==> src/rtl/pipe_stage_reg.sv <==
// rtl/pipe_stage_reg.sv - inter-stage pipeline register with valid, flush-to-bubble and new-data strobe
// Optional saturating stall/bubble counters enabled by defining PIPE_PERF_CNT_EN.
module pipe_stage_reg #(
    parameter int          PC_W     = 32,
    parameter int          INSTR_W  = 32,
    parameter int          SIDE_W   = 8,
    parameter logic [31:0] RESET_PC = 32'h0000_3000,
    parameter int          CNT_W    = 16
) (
    input  logic               clk,
    input  logic               reset,
    input  logic               stall,
    input  logic               flush,
    input  logic               in_valid,
    input  logic [PC_W-1:0]    in_pc,
    input  logic [INSTR_W-1:0] in_instr,
    input  logic [SIDE_W-1:0]  in_side,
    output logic               out_valid,
    output logic [PC_W-1:0]    out_pc,
    output logic [INSTR_W-1:0] out_instr,
    output logic [SIDE_W-1:0]  out_side,
    output logic               out_new,
    input  logic               cnt_clr,
    output logic [CNT_W-1:0]   stall_cnt,
    output logic [CNT_W-1:0]   bubble_cnt
);

    localparam logic [PC_W-1:0] RESET_PC_T = PC_W'(RESET_PC);

    logic               valid_q, valid_d;
    logic [PC_W-1:0]    pc_q, pc_d;
    logic [INSTR_W-1:0] instr_q, instr_d;
    logic [SIDE_W-1:0]  side_q, side_d;
    logic               new_q, new_d;

    // Bubble: flush, or a load of an invalid word; bubbles never carry a live opcode.
    logic load_bubble;
    assign load_bubble = flush || (!stall && !in_valid);

    always_comb begin
        valid_d = valid_q;
        pc_d    = pc_q;
        instr_d = instr_q;
        side_d  = side_q;
        new_d   = 1'b0;
        if (flush || !stall) begin
            pc_d    = in_pc;
            valid_d = !load_bubble;
            new_d   = !load_bubble;
            instr_d = load_bubble ? '0 : in_instr;
            side_d  = load_bubble ? '0 : in_side;
        end
    end

    always_ff @(posedge clk or negedge reset) begin
        if (!reset) begin
            valid_q <= 1'b0;
            pc_q    <= RESET_PC_T;
            instr_q <= '0;
            side_q  <= '0;
            new_q   <= 1'b0;
        end else begin
            valid_q <= valid_d;
            pc_q    <= pc_d;
            instr_q <= instr_d;
            side_q  <= side_d;
            new_q   <= new_d;
        end
    end

    assign out_valid = valid_q;
    assign out_pc    = pc_q;
    assign out_instr = instr_q;
    assign out_side  = side_q;
    assign out_new   = new_q;

`ifdef PIPE_PERF_CNT_EN
    logic [CNT_W-1:0] stall_cnt_q, stall_cnt_d;
    logic [CNT_W-1:0] bubble_cnt_q, bubble_cnt_d;

    always_comb begin
        stall_cnt_d  = stall_cnt_q;
        bubble_cnt_d = bubble_cnt_q;
        if (cnt_clr) begin
            stall_cnt_d  = '0;
            bubble_cnt_d = '0;
        end else begin
            if (stall && !flush && (stall_cnt_q != '1))
                stall_cnt_d = stall_cnt_q + CNT_W'(1);
            if (load_bubble && (bubble_cnt_q != '1))
                bubble_cnt_d = bubble_cnt_q + CNT_W'(1);
        end
    end

    always_ff @(posedge clk or negedge reset) begin
        if (!reset) begin
            stall_cnt_q  <= '0;
            bubble_cnt_q <= '0;
        end else begin
            stall_cnt_q  <= stall_cnt_d;
            bubble_cnt_q <= bubble_cnt_d;
        end
    end

    assign stall_cnt  = stall_cnt_q;
    assign bubble_cnt = bubble_cnt_q;
`else
    logic unused_cnt_clr;
    assign unused_cnt_clr = cnt_clr;
    assign stall_cnt      = '0;
    assign bubble_cnt     = '0;
`endif

endmodule

==> config.mk <==
export PLATFORM = sky130hd
export DESIGN_NAME = pipe_stage_reg
export DESIGN_NICKNAME = d
export VERILOG_FILES = /design/src/rtl/pipe_stage_reg.sv
export SDC_FILE = /design/constraint.sdc
export NUM_CORES = 1
export LEC_CHECK = 0
export ABC_AREA = 1
export BUFFER_PORTS_ARGS = -buffer_cell sky130_fd_sc_hd__buf_2
export CORE_MARGIN = 3
export CORE_UTILIZATION = 39
export CTS_BUF_LIST = sky130_fd_sc_hd__clkbuf_8 sky130_fd_sc_hd__clkbuf_16
export DETAILED_ROUTE_END_ITERATION = 12
export PLACE_DENSITY = 0.76
export SYNTH_ARGS = -nofsm -noshare
export SYNTH_HDL_FRONTEND = slang
export SYNTH_SLANG_ARGS = --single-unit
==> constraint.sdc <==
create_clock -name clk -period 0.8 [get_ports clk]
set_clock_uncertainty 0.05 [all_clocks]
set_input_delay 0.08 -clock clk [delete_from_list [all_inputs] [get_ports clk]]
set_output_delay 0.08 -clock clk [all_outputs]
set_load 0.1 [all_outputs]
==> results of run 1 <==
layer usage:
layer,global-route usage,vias up,routed length (um)
met5,0,-,0
li1,-,1518,-
met1,0.286,1648,4840
met3,0.0680,41,1130
met4,0.123,0,388
met2,0.434,196,6750
placed cells by master (no fill, tap or decap), types with 9 or more instances in the layout:
master and count:
buf_12 80, buf_2 75, buf_4 9, clkbuf_8 10, conb_1 32, dfrtp_4 70
dlygate4sd3_1 74, nand2_1 116, nand2_2 61, nand4_1 40
final cells by class:
type | instances | area, um2 | share of cell area
Sequential cell | 74 | 2130 | 0.326
Inverter | 2 | 7.51 | 0.00115
Antenna cell | 1 | 2.50 | 0.000383
Clock buffer | 10 | 138 | 0.0211
Tap cell | 102 | 128 | 0.0195
Clock inverter | 6 | 81.3 | 0.0124
Timing Repair Buffer | 241 | 2820 | 0.432
Multi-Input combinational cell | 254 | 1230 | 0.188
report_power, final:
| part | total, uW | switching [uW] | internal [uW] |
|---|---|---|---|
| Sequential | 4390 | 297 | 4100 |
| Clock | 3260 | 1440 | 1820 |
| Combinational | 4480 | 3040 | 1440 |
| Total | 12100 | 4780 | 7360 |
flip-flops by register name (all words and copies together), names as in the netlist:
| register | cells |
|---|---|
| out_pc | 32 |
| out_new | 1 |
| out_instr | 32 |
| out_side | 8 |
| out_valid | 1 |
timing repair:
item | in CTS | in global routing
pin swaps | 1 | 5
setup endpoints to repair | 77 | 117
setup buffers | 0 | 3
resized for setup | 2 | 65
hold buffers | 74 | 0
endpoints found under the hold margin | 148 | 0
per-stage QoR:
stage	util	cells	cell area [um2]	setup TNS (ps)
after floorplan	-	385	3540	-7970
after global placement	0.688	596	5370	-6160
after detailed placement	0.688	596	5370	-8050
after CTS	0.812	686	6340	-26820
after global routing	0.837	690	6530	-29260
final	0.837	690	6530	-27080
worst min path at each step:
stage                        start    endpoint  slack [ps]
after global placement       reset  out_pc[23]        -100
after floorplan              reset     out_new        -270
after CTS                 in_valid     out_new         -30
after global routing      in_valid     out_new           6
after detailed placement     reset  out_pc[27]        -100
final                     in_valid     out_new           2
logic make-up after synthesis:
| kind of cell | count (synthesis) |
|---|---|
| simple gates | 221 |
| flops | 74 |
| buf+inv | 57 |
| compound gates | 1 |
| other cells | 1 |
==> impl_metrics.py, run 1 <==
metrics = {
    "worst_setup_path": {
        "cp.arrival_ps": 1170,
        "endpoint_kind": "primary output",
        "critical_path_class": "register to primary output",
        "reg2reg_slack_ps": -100,
        "worstPathCellList": "buf_12",
        "critical_path.startpoint": "out_pc[13]",
        "critPathBufInv": 1,
        "crit_path_start_kind": "register",
        "crit_path_end": "out_pc[13]",
        "r2r-end": "out_pc[8]",
        "cp.required_ps": 670,
        "path_delay_family": "flip-flops",
        "worst-path-max-fanout": 2,
        "crit_cells": 1,
        "cpMaxStageDelayCell": "dfstp_4",
        "r2r_start": "out_pc[8]",
        "reg2reg_depth": 3,
        "cp_slowest_stage_delay_ps": 640,
    },
    "clock_tree": {
        "clk_pin_slew_worst_paths_ps": 90,
        "cts_root_buf": "clkbuf_8",
        "clkSinkCount": 74,
        "ctsLongestPathBuffers": 2,
        "numCtsBuffers": 9,
        "clock_latency_ps": 340,
        "h-tree-depth": 3,
        "tritoncts": "done",
    },
    "flow_run": {
        "cap_violations": 0,
    },
    "timing": {
        "max_freq_mhz": 767,
        "layout_setup_ws_ps": -503,
        "final_hold_viol_count": 0,
        "final-setup-viol-count": 93,
        "period_minus_slack_ps": 1300,
        "holdWs_ps": 1.97,
        "rsz0062_at_grt": "true",
        "finalCritPeriodShare": 1.63,
        "finalMaxSlewViolations": 0,
    },
    "drt": {
        "antenna_left": 0,
        "dr.first_iter.drc_count": 151,
        "first_pass_iters": 5,
        "routedWlPerCell_um": 19.0,
        "via_count": 3403,
        "viasPerCell": 4.93,
        "drc": 0,
        "wirelength_mm": 13.1,
    },
    "yosys": {
        "ys_types": 14,
        "synthMuxAreaShare": 0,
        "synth_warnings": 0,
        "synthesis.instances": 354,
        "synth_top_area_frac": 0.571,
        "ys.flop_type": "dfrtp_1",
        "ys_seq_area_frac": 0.588,
        "synth_compound_area_frac": 0.00159,
        "synthTopCellsByArea": "dfrtp_1, nand2_1, nand4_1",
        "ys_ff_latch": 74,
        "synth_top_family_by_area": "simple AND/OR/NAND/NOR gates",
        "synthTopCellsByCount": "nand2_1, dfrtp_1, nand4_1, buf_4, buf_2",
        "synth_fa_ha_area_frac": 0,
        "yosysMostFrequentCell": "nand2_1",
        "synthXorXnorAreaFrac": 0,
        "syn_area_um2": 3150,
        "avgSynthCellArea_um2": 8.91,
        "synth-edff-count": 0,
        "synth_area_leader_cell": "dfrtp_1",
        "synth_simple_gate_area_frac": 0.298,
        "async_reset_ff_frac": 1.00,
    },
    "pwr": {
        "total_power_uw": 12100,
        "ir_drop_v": 0.00121,
        "power_per_cell_area_nw_per_um2": 1860,
        "leakage_uw": 0.00309,
    },
    "outcome": {
        "violations": "negative setup slack",
        "status": "complete, but fails checks",
    },
    "placement": {
        "preCtsSetupSlack_ps": -175,
        "io_buffers": 150,
        "hpwl_mm": 6.91,
        "gp_congestion": 0.740,
    },
    "final_layout": {
        "fillCellCount": 381,
        "layout.nets": 660,
        "area_growth_pct": 107,
        "drive_above_1_share": 0.549,
    },
    "grt": {
        "antenna_found_initial": 1,
        "grt_max_degree": 54,
        "grtUsageTotal": 0.251,
        "gr-total-overflow": 0,
        "grt_pass1_wl_mm": 17.3,
        "grt_pass1_vias": 3465,
    },
    "die": {
        "die-area_um2": 9200,
        "initial_core_util": 0.404,
        "ios": 184,
        "fp.dieH_um": 95.9,
        "core_area_um2": 7810,
        "rows": 32,
        "fp.dieW_um": 95.9,
    },
    "hold_path": {
        "hold_depth": 3,
        "hold_class": "primary input to register",
    },
}
(Power assumes the default switching activity.)
==> run 2, diff against run 1 <==
--- a/config.mk
+++ b/config.mk
@@ -7,11 +7,9 @@
 export LEC_CHECK = 0
 export ABC_AREA = 1
 export BUFFER_PORTS_ARGS = -buffer_cell sky130_fd_sc_hd__buf_2
-export CORE_MARGIN = 3
-export CORE_UTILIZATION = 39
+export CORE_UTILIZATION = 30
 export CTS_BUF_LIST = sky130_fd_sc_hd__clkbuf_8 sky130_fd_sc_hd__clkbuf_16
 export DETAILED_ROUTE_END_ITERATION = 12
-export PLACE_DENSITY = 0.76
 export SYNTH_ARGS = -nofsm -noshare
 export SYNTH_HDL_FRONTEND = slang
 export SYNTH_SLANG_ARGS = --single-unit
==> run 2 against run 1 <==
The flow still finishes with violations (negative setup slack). Critical path depth unchanged. Combinational power down 4%. Sequential cell count unchanged. Design area down 1.6%. Count of clock-buffer cells in the layout up 2. Highest routed layer unchanged. Sequential share of layout area up 0.51 points. Fmax up 1.6%. Sequential power down 1%. Cell count up 5.1%. Total power down 6.3%. Core utilization down 21 points. Largest cell class unchanged.
==> impl_metrics.py, run 2 (synthesis gave the netlist of run 1 again) <==
metrics = {
    "worst_setup_path": {
        "critical_path_class": "register to primary output",
        "cp.required_ps": 670,
        "worst-path-max-fanout": 2,
        "cpMaxStageDelayCell": "dfstp_4",
        "crit_path_start_kind": "register",
        "endpoint_kind": "primary output",
        "worstPathCellList": "buf_12",
        "path_delay_family": "flip-flops",
        "cp.arrival_ps": 1150,
        "cp_slowest_stage_delay_ps": 640,
        "critPathBufInv": 1,
    },
    "pwr": {
        "total_power_uw": 11400,
        "pwr-share-clk": 0.240,
        "p_int_uw": 6880,
        "p_comb_frac": 0.378,
        "switchingPower_uw": 4500,
        "p_seq_frac": 0.382,
        "leakage_uw": 0.00305,
        "p_sw_frac": 0.396,
        "ir_drop_v": 0.000770,
        "power_per_cell_area_nw_per_um2": 1770,
    },
    "clock_tree": {
        "tritoncts": "done",
        "clock_latency_ps": 350,
        "h-tree-depth": 3,
        "cts_root_buf": "clkbuf_8",
        "clk_pin_slew_worst_paths_ps": 70,
        "ctsLongestPathBuffers": 2,
        "numCtsBuffers": 9,
        "clkSinkCount": 74,
    },
    "final_layout": {
        "layout.nets": 662,
        "final_cell_area_um2": 6430,
        "area_growth_pct": 104,
        "drive_above_1_share": 0.480,
        "fillCellCount": 786,
        "antenna_cells": 0,
        "multi_input_area_um2": 1120,
        "regArea_um2": 2130,
        "fin_util": 0.626,
        "mostFrequentLayoutCell": "nand2_1",
        "final_cells": 725,
        "mostFrequentLayoutCells": "nand2_1, buf_12, dlygate4sd3_1",
    },
    "timing": {
        "final-setup-viol-count": 77,
        "finalCritPeriodShare": 1.60,
        "finalMaxSlewViolations": 0,
        "max_freq_mhz": 780,
        "period_minus_slack_ps": 1280,
        "final_hold_viol_count": 0,
        "layout_setup_ws_ps": -483,
        "rsz0062_at_grt": "true",
    },
    "die": {
        "die-area_um2": 10900,
        "ios": 184,
        "initial_core_util": 0.307,
        "fp.dieW_um": 105,
        "core_area_um2": 10300,
        "fp.dieH_um": 105,
        "rows": 37,
    },
    "grt": {
        "grt_pass1_wl_mm": 15.8,
        "antenna_found_initial": 0,
        "grt_pass1_vias": 3217,
        "grt_max_degree": 37,
        "grtUsageTotal": 0.184,
        "gr-total-overflow": 0,
    },
    "hold_path": {
        "hold_class": "primary input to register",
    },
    "placement": {
        "dp_cells": 632,
        "preCtsSetupSlack_ps": -128,
        "gp_congestion": 0.786,
        "io_buffers": 150,
        "hpwl_mm": 6.09,
        "placed_area_um2": 5420,
    },
    "drt": {
        "via_count": 3155,
        "wirelength_mm": 9.56,
        "first_pass_iters": 7,
        "dr.first_iter.drc_count": 183,
        "drc": 0,
        "viasPerCell": 4.35,
        "routedWlPerCell_um": 13.2,
        "antenna_left": 0,
    },
    "outcome": {
        "violations": "negative setup slack",
        "status": "complete, but fails checks",
    },
    "flow_run": {
        "cap_violations": 0,
    },
}
[run 2: cell count changes in the layout (fill, tap and decap cells not counted), sizes merged]
cell         change
clkbuf           +3
bufinv           -2
clkinvlp         +1
diode            -1
dlygate4sd3      +1
inv              -1
[run 2: power groups by stage]
stage                     sequential, uW  clock [uW]  combinational (uW)
after detailed placement            4420           0                3980
after global placement              4410           0                3970
after CTS                           4330        2860                4270
after floorplan                     5910           0                1120
after global routing                4370        3030                4460
final                               4340        2730                4300
[run 2: path summary, 6_finish.rpt]
| path | start | end | slack [ps] | cells past startpoint |
|---|---|---|---|---|
| worst max-delay path | out_pc[13] | out_pc[13] | -480 | 1 |
| worst min-delay path | flush | out_valid | 30 | 3 |
| worst max register to register | out_pc[12] | out_pc[12] | -160 | 3 |
| worst min register to register | out_valid | out_valid | 490 | 2 |
| max in group asynchronous | reset | out_instr[4] | 170 | 3 |
| min in group asynchronous | reset | out_pc[3] | 80 | 2 |
[run 2: area by class of cell]
class | instances | share of cell area
Tap cell | 136 | 0.0265
Sequential cell | 74 | 0.331
Timing Repair Buffer | 243 | 0.438
Inverter | 2 | 0.00117
Clock buffer | 12 | 0.0257
Clock inverter | 4 | 0.00389
Multi-Input combinational cell | 254 | 0.174
[run 2: layer usage]
| layer | GRT usage | vias up | wire, um |
|---|---|---|---|
| met1 | 0.231 | 1461 | 4070 |
| met5 | 0 | - | 0 |
| met3 | 0.0418 | 16 | 576 |
| li1 | - | 1525 | - |
| met2 | 0.301 | 153 | 4710 |
| met4 | 0.0847 | 0 | 201 |
[run 2: repair_timing]
action | CTS | global route
hold endpoints to repair | 147 | 0
pin swaps | 0 | 2
endpoints found under the setup margin | 76 | 90
buffers inserted | 0 | 2
gates resized for setup | 0 | 24
hold buffers | 75 | 0
[run 2: stage by stage]
stage	hold WS [ps]	setup TNS, ps
2_1_floorplan	-266	-7970
4_1_cts	38.4	-27500
5_1_grt	34.0	-28870
6_report	33.5	-25950
3_3_place_gp	-101	-6200
3_5_place_dp	-99.8	-6440
